<file path="config.mk">
export PLATFORM = sky130hd
export DESIGN_NAME = control_sumador
export DESIGN_NICKNAME = d
export VERILOG_FILES = /design/src/rtl/sumador_pkg.sv /design/src/rtl/acumulador_decimal.sv /design/src/rtl/control_sumador.sv
export SDC_FILE = /design/constraint.sdc
export NUM_CORES = 1
export LEC_CHECK = 0
export CAP_MARGIN = 30
export CELL_PAD_IN_SITES_DETAIL_PLACEMENT = 1
export CELL_PAD_IN_SITES_GLOBAL_PLACEMENT = 1
export CORE_MARGIN = 2
export CORE_UTILIZATION = 42
export CTS_CLUSTER_SIZE = 28
export DETAILED_ROUTE_END_ITERATION = 10
export HOLD_SLACK_MARGIN = 0.15
export PLACE_DENSITY = 0.91
export SLEW_MARGIN = 20
export SYNTH_ARGS = -nofsm -noshare
export SYNTH_HDL_FRONTEND = slang
export SYNTH_SLANG_ARGS = --single-unit
</file>
<file path="constraint.sdc">
create_clock -name clk -period 3.2 [get_ports clk]
set_clock_uncertainty 0.1 [all_clocks]
set_input_delay 0.48 -clock clk [delete_from_list [all_inputs] [get_ports clk]]
set_output_delay 0.48 -clock clk [all_outputs]
set_load 0.005 [all_outputs]
</file>
<file path="src/rtl/sumador_pkg.sv">
// rtl/sumador_pkg.sv - shared key codes, FSM states and display field encodings
package sumador_pkg;

  localparam logic [3:0] KEY_ADD = 4'hA;
  localparam logic [3:0] KEY_EQ  = 4'hB;
  localparam logic [3:0] KEY_CLR = 4'hC;

  typedef enum logic [2:0] {
    ENTER_A,
    ENTER_B,
    ADD_REQ,
    ADD_WAIT,
    SHOW
  } state_t;

  localparam logic [1:0] FIELD_A   = 2'd0;
  localparam logic [1:0] FIELD_B   = 2'd1;
  localparam logic [1:0] FIELD_SUM = 2'd2;

  function automatic logic is_digit(input logic [3:0] code);
    return code <= 4'd9;
  endfunction

endpackage

</file>
<file path="src/rtl/acumulador_decimal.sv">
// rtl/acumulador_decimal.sv - one decimal operand register with digit counter
// Priority clear > load > shift; value_next lets the top register the display in step.
module acumulador_decimal #(
  parameter int N_DIGITS = 3,
  parameter int OP_W     = 10
) (
  input  logic            clk,
  input  logic            rst,
  input  logic            clear,
  input  logic            load,
  input  logic            shift,
  input  logic [3:0]      digit,
  output logic [OP_W-1:0] value,
  output logic [OP_W-1:0] value_next
);

  localparam int CW = $clog2(N_DIGITS + 1);

  logic [CW-1:0]   count_q;
  logic [CW-1:0]   count_d;
  logic [OP_W+3:0] times10;

  always_comb begin
    times10    = ({4'b0, value} << 3) + ({4'b0, value} << 1);
    value_next = value;
    count_d    = count_q;
    if (clear) begin
      value_next = '0;
      count_d    = '0;
    end else if (load) begin
      value_next = OP_W'(digit);
      count_d    = CW'(1);
    end else if (shift && (count_q < CW'(N_DIGITS))) begin
      // Parameter constraint guarantees the truncation never drops a set bit.
      value_next = OP_W'(times10) + OP_W'(digit);
      count_d    = count_q + CW'(1);
    end
  end

  always_ff @(posedge clk or posedge rst) begin
    if (rst) begin
      value   <= '0;
      count_q <= '0;
    end else begin
      value   <= value_next;
      count_q <= count_d;
    end
  end

endmodule

</file>
<file path="src/rtl/control_sumador.sv">
// rtl/control_sumador.sv - keypad-to-adder sequencer: operand entry, add handshake, result hold
module control_sumador
  import sumador_pkg::*;
#(
  parameter int N_DIGITS = 3,
  parameter int OP_W     = 10,
  parameter int TIMEOUT  = 255
) (
  input  logic            clk,
  input  logic            rst,
  input  logic            key_valid,
  input  logic [3:0]      key_code,
  output logic [OP_W-1:0] add_a,
  output logic [OP_W-1:0] add_b,
  output logic            add_start,
  input  logic            add_done,
  input  logic [OP_W:0]   add_sum,
  output logic [OP_W:0]   disp_value,
  output logic [1:0]      disp_field,
  output logic            result_valid,
  output logic            busy,
  output logic            err
);

  localparam int TW = $clog2(TIMEOUT + 1);

  state_t          state_q, state_d;
  logic [OP_W:0]   sum_q, sum_d;
  logic [TW-1:0]   timer_q, timer_d;
  logic            valid_d, err_d;
  logic [OP_W:0]   disp_d;
  logic [1:0]      field_d;
  logic            a_clr, a_load, a_shift, b_clr, b_shift;
  logic [OP_W-1:0] a_next, b_next;
  logic            key_digit, key_add, key_eq, key_clr;

  assign key_digit = key_valid && is_digit(key_code);
  assign key_add   = key_valid && (key_code == KEY_ADD);
  assign key_eq    = key_valid && (key_code == KEY_EQ);
  assign key_clr   = key_valid && (key_code == KEY_CLR);

  acumulador_decimal #(.N_DIGITS(N_DIGITS), .OP_W(OP_W)) u_acc_a (
    .clk        (clk),
    .rst        (rst),
    .clear      (a_clr),
    .load       (a_load),
    .shift      (a_shift),
    .digit      (key_code),
    .value      (add_a),
    .value_next (a_next)
  );

  acumulador_decimal #(.N_DIGITS(N_DIGITS), .OP_W(OP_W)) u_acc_b (
    .clk        (clk),
    .rst        (rst),
    .clear      (b_clr),
    .load       (1'b0),
    .shift      (b_shift),
    .digit      (key_code),
    .value      (add_b),
    .value_next (b_next)
  );

  always_comb begin
    state_d = state_q;
    sum_d   = sum_q;
    timer_d = timer_q;
    valid_d = result_valid;
    err_d   = err;
    a_clr   = 1'b0;
    a_load  = 1'b0;
    a_shift = 1'b0;
    b_clr   = 1'b0;
    b_shift = 1'b0;

    // CLEAR is common to every key-accepting state; ADD_REQ/ADD_WAIT ignore all keys.
    if (key_clr && (state_q == ENTER_A || state_q == ENTER_B || state_q == SHOW)) begin
      a_clr   = 1'b1;
      b_clr   = 1'b1;
      sum_d   = '0;
      valid_d = 1'b0;
      err_d   = 1'b0;
      state_d = ENTER_A;
    end else begin
      case (state_q)
        ENTER_A: begin
          if (key_digit) begin
            a_shift = 1'b1;
          end else if (key_add) begin
            b_clr   = 1'b1;
            state_d = ENTER_B;
          end
        end
        ENTER_B: begin
          if (key_digit) begin
            b_shift = 1'b1;
          end else if (key_eq) begin
            state_d = ADD_REQ;
          end
        end
        ADD_REQ: begin
          timer_d = '0;
          state_d = ADD_WAIT;
        end
        ADD_WAIT: begin
          if (add_done) begin
            sum_d   = add_sum;
            valid_d = 1'b1;
            state_d = SHOW;
          end else if (timer_q == TW'(TIMEOUT - 1)) begin
            sum_d   = '0;
            err_d   = 1'b1;
            state_d = SHOW;
          end else begin
            timer_d = timer_q + TW'(1);
          end
        end
        SHOW: begin
          if (key_digit) begin
            a_load  = 1'b1;
            b_clr   = 1'b1;
            valid_d = 1'b0;
            err_d   = 1'b0;
            state_d = ENTER_A;
          end
        end
        default: state_d = ENTER_A;
      endcase
    end

    disp_d  = '0;
    field_d = FIELD_A;
    case (state_d)
      ENTER_A: begin
        disp_d  = {1'b0, a_next};
        field_d = FIELD_A;
      end
      ENTER_B, ADD_REQ, ADD_WAIT: begin
        disp_d  = {1'b0, b_next};
        field_d = FIELD_B;
      end
      default: begin
        disp_d  = sum_d;
        field_d = FIELD_SUM;
      end
    endcase
  end

  always_ff @(posedge clk or posedge rst) begin
    if (rst) begin
      state_q      <= ENTER_A;
      sum_q        <= '0;
      timer_q      <= '0;
      result_valid <= 1'b0;
      err          <= 1'b0;
      add_start    <= 1'b0;
      busy         <= 1'b0;
      disp_value   <= '0;
      disp_field   <= FIELD_A;
    end else begin
      state_q      <= state_d;
      sum_q        <= sum_d;
      timer_q      <= timer_d;
      result_valid <= valid_d;
      err          <= err_d;
      add_start    <= (state_d == ADD_REQ);
      busy         <= (state_d == ADD_REQ) || (state_d == ADD_WAIT);
      disp_value   <= disp_d;
      disp_field   <= field_d;
    end
  end

endmodule

</file>
# ---- Word level (Yosys, flattened, before mapping)
# Index checks and enable logic that the tools add are counted.
dict set report word_totals {
  ff_bits 63
  latchBits 0
  ram_bits 0
  rom_bits 0
  out_inout_bits 37
  elab_cells 109
  memories 0
}
dict set report classes {
  add_sub_neg 7
  multipliers 0
  div_mod_pow 0
  n_lt_le_gt_ge 3
  eq_ne 17
  n_shift 0
  n_mux 48
  bitwise_logic 1
  n_reduce_logical 20
}
# cell n
set op_table {}
lappend op_table {{10-bit two-way mux} 5}
lappend op_table {{11-bit two-way mux} 4}
lappend op_table {{3-bit two-way mux} 8}
lappend op_table {{11-bit one-hot mux with 2 select lines} 1}
lappend op_table {{10-bit adder} 2}
lappend op_table {{10-bit by 4-bit adder with 10-bit output} 2}
lappend op_table {{1-bit two-way mux} 17}
lappend op_table {{8-bit two-way mux} 2}
lappend op_table {{8-bit one-hot mux with 2 select lines} 1}
lappend op_table {{3-bit one-hot mux with 5 select lines} 1}
lappend op_table {{3-bit by 2-bit == test with 1-bit output (second input constant)} 4}
lappend op_table {{4-bit == test (second input constant)} 3}
lappend op_table {{2-bit two-way mux} 5}
lappend op_table {{3-bit inequality test (second input constant)} 3}
lappend op_table {{8-bit by 1-bit adder with 8-bit output (second input constant)} 1}
lappend op_table {{8-bit == test (second input constant)} 1}
lappend op_table {{4-bit AND reduction} 2}
lappend op_table {{1-bit logical AND} 7}
lappend op_table {{3-bit by 1-bit == test with 1-bit output (second input constant)} 2}
lappend op_table {{3-bit zero test} 2}
lappend op_table {{1-bit one-hot mux with 2 select lines} 3}
lappend op_table {{3-bit nonzero test} 2}
lappend op_table {{2-bit by 1-bit adder with 2-bit output (second input constant)} 2}
lappend op_table {{4-bit <= comparator (second input constant)} 1}
lappend op_table {{10 further kinds} 15}

# ---- Depth between registers and ports, before layout
dict set report logic_depth {
  depth_word 10
  mapped_depth 10
  depth_no_buf 10
}

# ---- Modules after synthesis
# A second synthesis with hierarchy kept.
dict set report hier_totals {
  hier_cells 395
  area_unflattened_um2 3848.7
}
# mod instances cells_per_inst area_per_inst_um2 seq_area_each_um2
set modules_own_cells {}
lappend modules_own_cells {acumulador_decimal 2 103 1006.0 300.3}
lappend modules_own_cells {control_sumador 1 189 1836.8 975.9}

# ---- Worst setup path before layout
# No wires, ideal clock.
dict set report synth_timing {
  path_kind {input -> register}
  start {in key_code[3]}
  end {reg disp_value[7]}
  setup_ns 0.126
  t_arrival_ns 2.513
  t_required_ns 2.974
  setup_slack_ns 0.461
  path_stages 8
  path_buffers 0
  cell_sequence {fa_1 > ha_1 > a211oi_1 > o21bai_1 > a2111o_1 > o21ai_0 > nor3_1 > a221o_1}
}
dict set report synth_via {
  elab_chain_cells 10
  elab_cells_between_ends 44
  cone_classes {add/sub: 2; order compare: 1; eq/ne: 6; mux: 26; reduce/logical: 9}
}
# item line
set synth_lines {}
lappend synth_lines {{from (decl)} control_sumador.sv:12} ;# input logic [3:0] key_code,
lappend synth_lines {{4-bit <= comparator} sumador_pkg.sv:21} ;# return code <= 4'd9;
lappend synth_lines {{1-bit logical AND} control_sumador.sv:37} ;# assign key_digit = key_valid && is_digit(key_code);
lappend synth_lines {{1-bit two-way mux} {control_sumador.sv:87, control_sumador.sv:119}}
lappend synth_lines {{1-bit two-way mux} control_sumador.sv:85} ;# case (state_q)
lappend synth_lines {{1-bit two-way mux} control_sumador.sv:77} ;# if (key_clr && (state_q == ENTER_A || state_q == ENTER_B || state_q == SHOW)) begin
lappend synth_lines {{1-bit logical AND} acumulador_decimal.sv:33} ;# end else if (shift && (count_q < CW'(N_DIGITS))) begin
lappend synth_lines {{10-bit two-way mux} acumulador_decimal.sv:33}
lappend synth_lines {{10-bit two-way mux} acumulador_decimal.sv:30} ;# end else if (load) begin
lappend synth_lines {{10-bit two-way mux (*)} acumulador_decimal.sv:27} ;# if (clear) begin
lappend synth_lines {{named net a_next[7]} control_sumador.sv:34} ;# logic [OP_W-1:0] a_next, b_next;
lappend synth_lines {{11-bit one-hot mux with 2 select lines (*)} control_sumador.sv:133} ;# case (state_d)
lappend synth_lines {{named net disp_d[7]} control_sumador.sv:31} ;# logic [OP_W:0] disp_d;
lappend synth_lines {{to (signal assigned)} control_sumador.sv:168} ;# disp_value <= disp_d;
lappend synth_lines {{to (decl)} control_sumador.sv:18} ;# output logic [OP_W:0] disp_value,
# The timed path passes the listed nets; every way through them passes the cells marked *.
# A chain may end at the register's enable or synchronous reset.

# ---- Worst setup path in the final report
dict set report layout_timing {
  start {in key_code[2]}
  end {reg disp_value[8]}
}
# Same word-level chain as after synthesis.

==> metrics.txt <==
dpl hpwl ~9000 microns; fin crit period 3.02 ns; WL/cell 22.0 microns; RePlAce Congestion 0.913; vias in the first global route 3720; worst r2r src u_acc_a.value[0]; most frequent cell on the critical path ha_1; row count 33; Final #Nets 503; Syn Nets approximately 420; CTS Buffer Depth 2; die area 9440 sq um; core area 8300 sq um; PwrDens 1010 nW/um^2; worst r2r dst disp_value[7]; cts hold-fix bufs 0; Syn-to-layout area delta 29.9%; residual DRC count 0; FF-to-FF path depth 8; CTS root buffer clkbuf_8; synth unique cells 60; Synth async-reset ratio 100%; Synth Instances 362; Die Height 97.2 microns; Setup WS post-layout ~0.18 ns; sequential standard cell area between 1500 and 2000 sq um; global-route wire length before repair 20000 microns; Max Slew Vio Count 0; Slowest-stage cell, CP clkdlybuf4s50_1; initial antenna violation count 0; status finished clean; crit-path cells clkdlybuf4s50_1 > ha_1 > ha_1 > inv_1 > fa_1 > nor2b_1 > o31ai_1 > a21oi_1 > mux2i_1 > nor3_1 > a221o_1; final hold vios 0; flop and latch count out of synthesis 63; ant diodes 0; I/O pins 56; all-layer global routing usage 27.0%; worst ir drop on vdd 0.442 mV; Critical Path Start Type input port; normalized max-slew margin 45.5%; Data required, critical path ~3.4 ns; CTS H-Tree Depth 3; DRT Wirelength ~12000 microns; vias post-DR ~3.4k; CP delay by family, top adder cells; # port buffers 55; Clock Latency Late Sink between 0.3 and 0.4 ns; CTS tree yes; pre-CTS WS -0.517 ns; Iter 0 DRT Violations 274; largest net degree at the start of global routing 31; Max Fclk 331 MHz; min-delay worst type input port to async pin; CP endpoint kind flop; total number of yosys warnings 0; CP max FO 3; GRT overflow 0; critical path type input port to flop; Buffers & Inverters on Critical Path 2; EDFF count, synth 0; layout cells sized above 1 12.6%; Leak Pwr ~2.2 nW; RSZ-0062 raised after global routing no; vias per inst 6.09; largest stage delay on the critical path 0.54 ns; synthesized area per cell 10.1 sq um; DRT Pass-1 Iters 4; # fillers 936; Seq/Total Area, Yosys 43.2%; Worst setup startpoint key_code[2]; Clock Sinks 63; fin util a little under three fifths; # setup viols final 0; Num CTS Buffers 9; Horiz. Die Dim 97.2 microns; Mapped Area 3650 sq um; Final period util 94.3%; CP Data Arrival Time 3.17 ns; ANT nets after route 0; Multi-input gate area 2000 sq um; Max-Cap Viols 0; Initial Util 43.9%; r2r setup slk 0.25 ns; Worst-Margin Slew between 0.8 and 0.9 ns; Top FF cell, synth dfrtp_1; Clock transition at path regs 0.08 ns
==> what timing repair did <==
action | CTS | global route
gates resized for setup | 2 | 0
setup endpoints to repair | 2 | 0
buffers inserted | 1 | 0
==> worst max-delay path by stage <==
stage | end | slack (ns) | depth (start not counted)
2_1_floorplan | disp_value[7] | 0.46 | 8
3_3_place_gp | disp_value[7] | -0.22 | 9
3_5_place_dp | disp_value[7] | -0.52 | 9
4_1_cts | disp_value[8] | 0.22 | 11
5_1_grt | disp_value[8] | 0.01 | 11
6_report | disp_value[8] | 0.18 | 11
==> state kept, by name, summed over array words and instances (netlist names) <==
name	cells
add_start	1
disp_field	2
sum_q	11
u_acc_a.value	10
timer_q	8
state_q	3
u_acc_a.count_q	2
u_acc_b.value	10
busy	1
disp_value	11
err	1
result_valid	1
u_acc_b.count_q	2
==> cell families after synthesis <==
| group | Yosys count | synth area share (%) |
|---|---|---|
| DFF | 63 | 43.2 |
| buffers and inverters | 18 | 2.06 |
| adders and majority gates | 36 | 13.2 |
| xor gates and xnor gates | 12 | 2.88 |
| AOI/OAI and AO/OA | 97 | 18.9 |
| and+or+nand+nor | 134 | 19.2 |
| muxes | 2 | 0.549 |
==> through the flow <==
stage / instances / TNS (ns) / instance area [sq um] / total power, mW / hold WS (ns)
after floorplan: 362 / 0 / 3650 / 2.75 / 0.367
after CTS: 558 / 0 / 4740 / 4.73 / 0.305
after detailed placement: 541 / -1.86 / 4500 / 3.85 / 0.405
after global placement: 541 / -0.752 / 4500 / 3.65 / 0.384
after global routing: 558 / 0 / 4740 / 5.08 / 0.329
final: 558 / 0 / 4740 / 4.77 / 0.293
==> layer usage <==
metal	global-route usage, %	part of all wire [%]	vias to the layer above
met5	0	0	-
met4	11.6	3.1	0
li1	-	-	1515
met3	3.96	4.8	31
met1	35.0	43	1739
met2	45.2	50	115
==> power breakdown <==
| group | switching, mW | total, mW | internal, mW |
|---|---|---|---|
| Combinational | 1.35 | 2.60 | 1.24 |
| Clock | 0.326 | 0.807 | 0.481 |
| Sequential | 0.271 | 1.37 | 1.10 |
==> worst register-to-register path: stages, from the launching register on <==
cell and delay, ns:
dfrtp_1 0.45, fa_1 0.52, ha_1 0.36, a211oi_2 0.32
o21bai_1 0.15, a2111o_1 0.42, o21ai_0 0.10, nor3_1 0.11
a221o_1 0.31
==> cells in the final DEF (no fill, tap or decap), types with 3 or more instances in the layout <==
| master | netlist | layout |
|---|---|---|
| buf_4 | 0 | 30 |
| dfrtp_1 | 63 | 63 |
| and2_1 | 3 | 3 |
| nand4_1 | 3 | 3 |
| a31oi_1 | 6 | 6 |
| a21o_1 | 5 | 5 |
| inv_1 | 7 | 6 |
| a211oi_1 | 7 | 6 |
| nor2b_1 | 4 | 4 |
| nand2b_1 | 3 | 3 |
| a211o_1 | 3 | 3 |
| nand3_1 | 19 | 19 |
| xnor2_1 | 7 | 7 |
| or3_1 | 3 | 3 |
| nor2_1 | 37 | 37 |
| ha_1 | 32 | 32 |
| nor3_1 | 9 | 9 |
| o211ai_1 | 4 | 4 |
| clkbuf_8 | 0 | 11 |
| a221o_1 | 9 | 9 |
| nand2_1 | 32 | 32 |
| o21ai_0 | 16 | 16 |
| a21oi_1 | 17 | 17 |
| xor2_1 | 5 | 5 |
| clkdlybuf4s50_1 | 0 | 54 |
| a22oi_1 | 10 | 10 |
| fa_1 | 4 | 4 |
| o21ai_1 | 3 | 3 |
==> cell usage after synthesis (all sizes together), types with 2 or more instances <==
cell type | count | area share [%]
o211ai | 4 | 0.82
inv | 8 | 0.82
buf | 6 | 0.82
a31oi | 6 | 1.0
nand3 | 19 | 2.6
dfrtp | 63 | 43
mux2i | 2 | 0.55
or4 | 2 | 0.41
nand2b | 3 | 0.51
o21ai | 20 | 3.1
nor4 | 2 | 0.51
ha | 32 | 11
clkbuf | 4 | 0.41
nand4 | 3 | 0.51
nor2 | 38 | 4.1
or2 | 2 | 0.34
o21bai | 2 | 0.41
a21boi | 3 | 0.62
a21o | 5 | 1.0
nand3b | 2 | 0.41
xor2 | 5 | 1.2
a22oi | 10 | 2.1
a21oi | 18 | 2.6
or3 | 3 | 0.51
a221o | 9 | 2.5
and4 | 2 | 0.48
nand2 | 32 | 3.3
nor3 | 10 | 1.5
and2 | 4 | 0.69
a211oi | 8 | 2.0
and3 | 2 | 0.34
xnor2 | 7 | 1.7
fa | 4 | 2.2
nor2b | 4 | 0.69
o31ai | 2 | 0.41
a211o | 3 | 0.72
==> final cells by class <==
cell class                 instances  share of cell area, %
clock buffer                      13                   3.35
clock inverter                     3                   1.37
inverter                           8                  0.634
multi-input combinational        281                   42.2
sequential                        63                   33.3
tap                              105                   2.77
timing repair buffer              85                   16.3
Note: power is estimated with default switching activity, not from simulation.
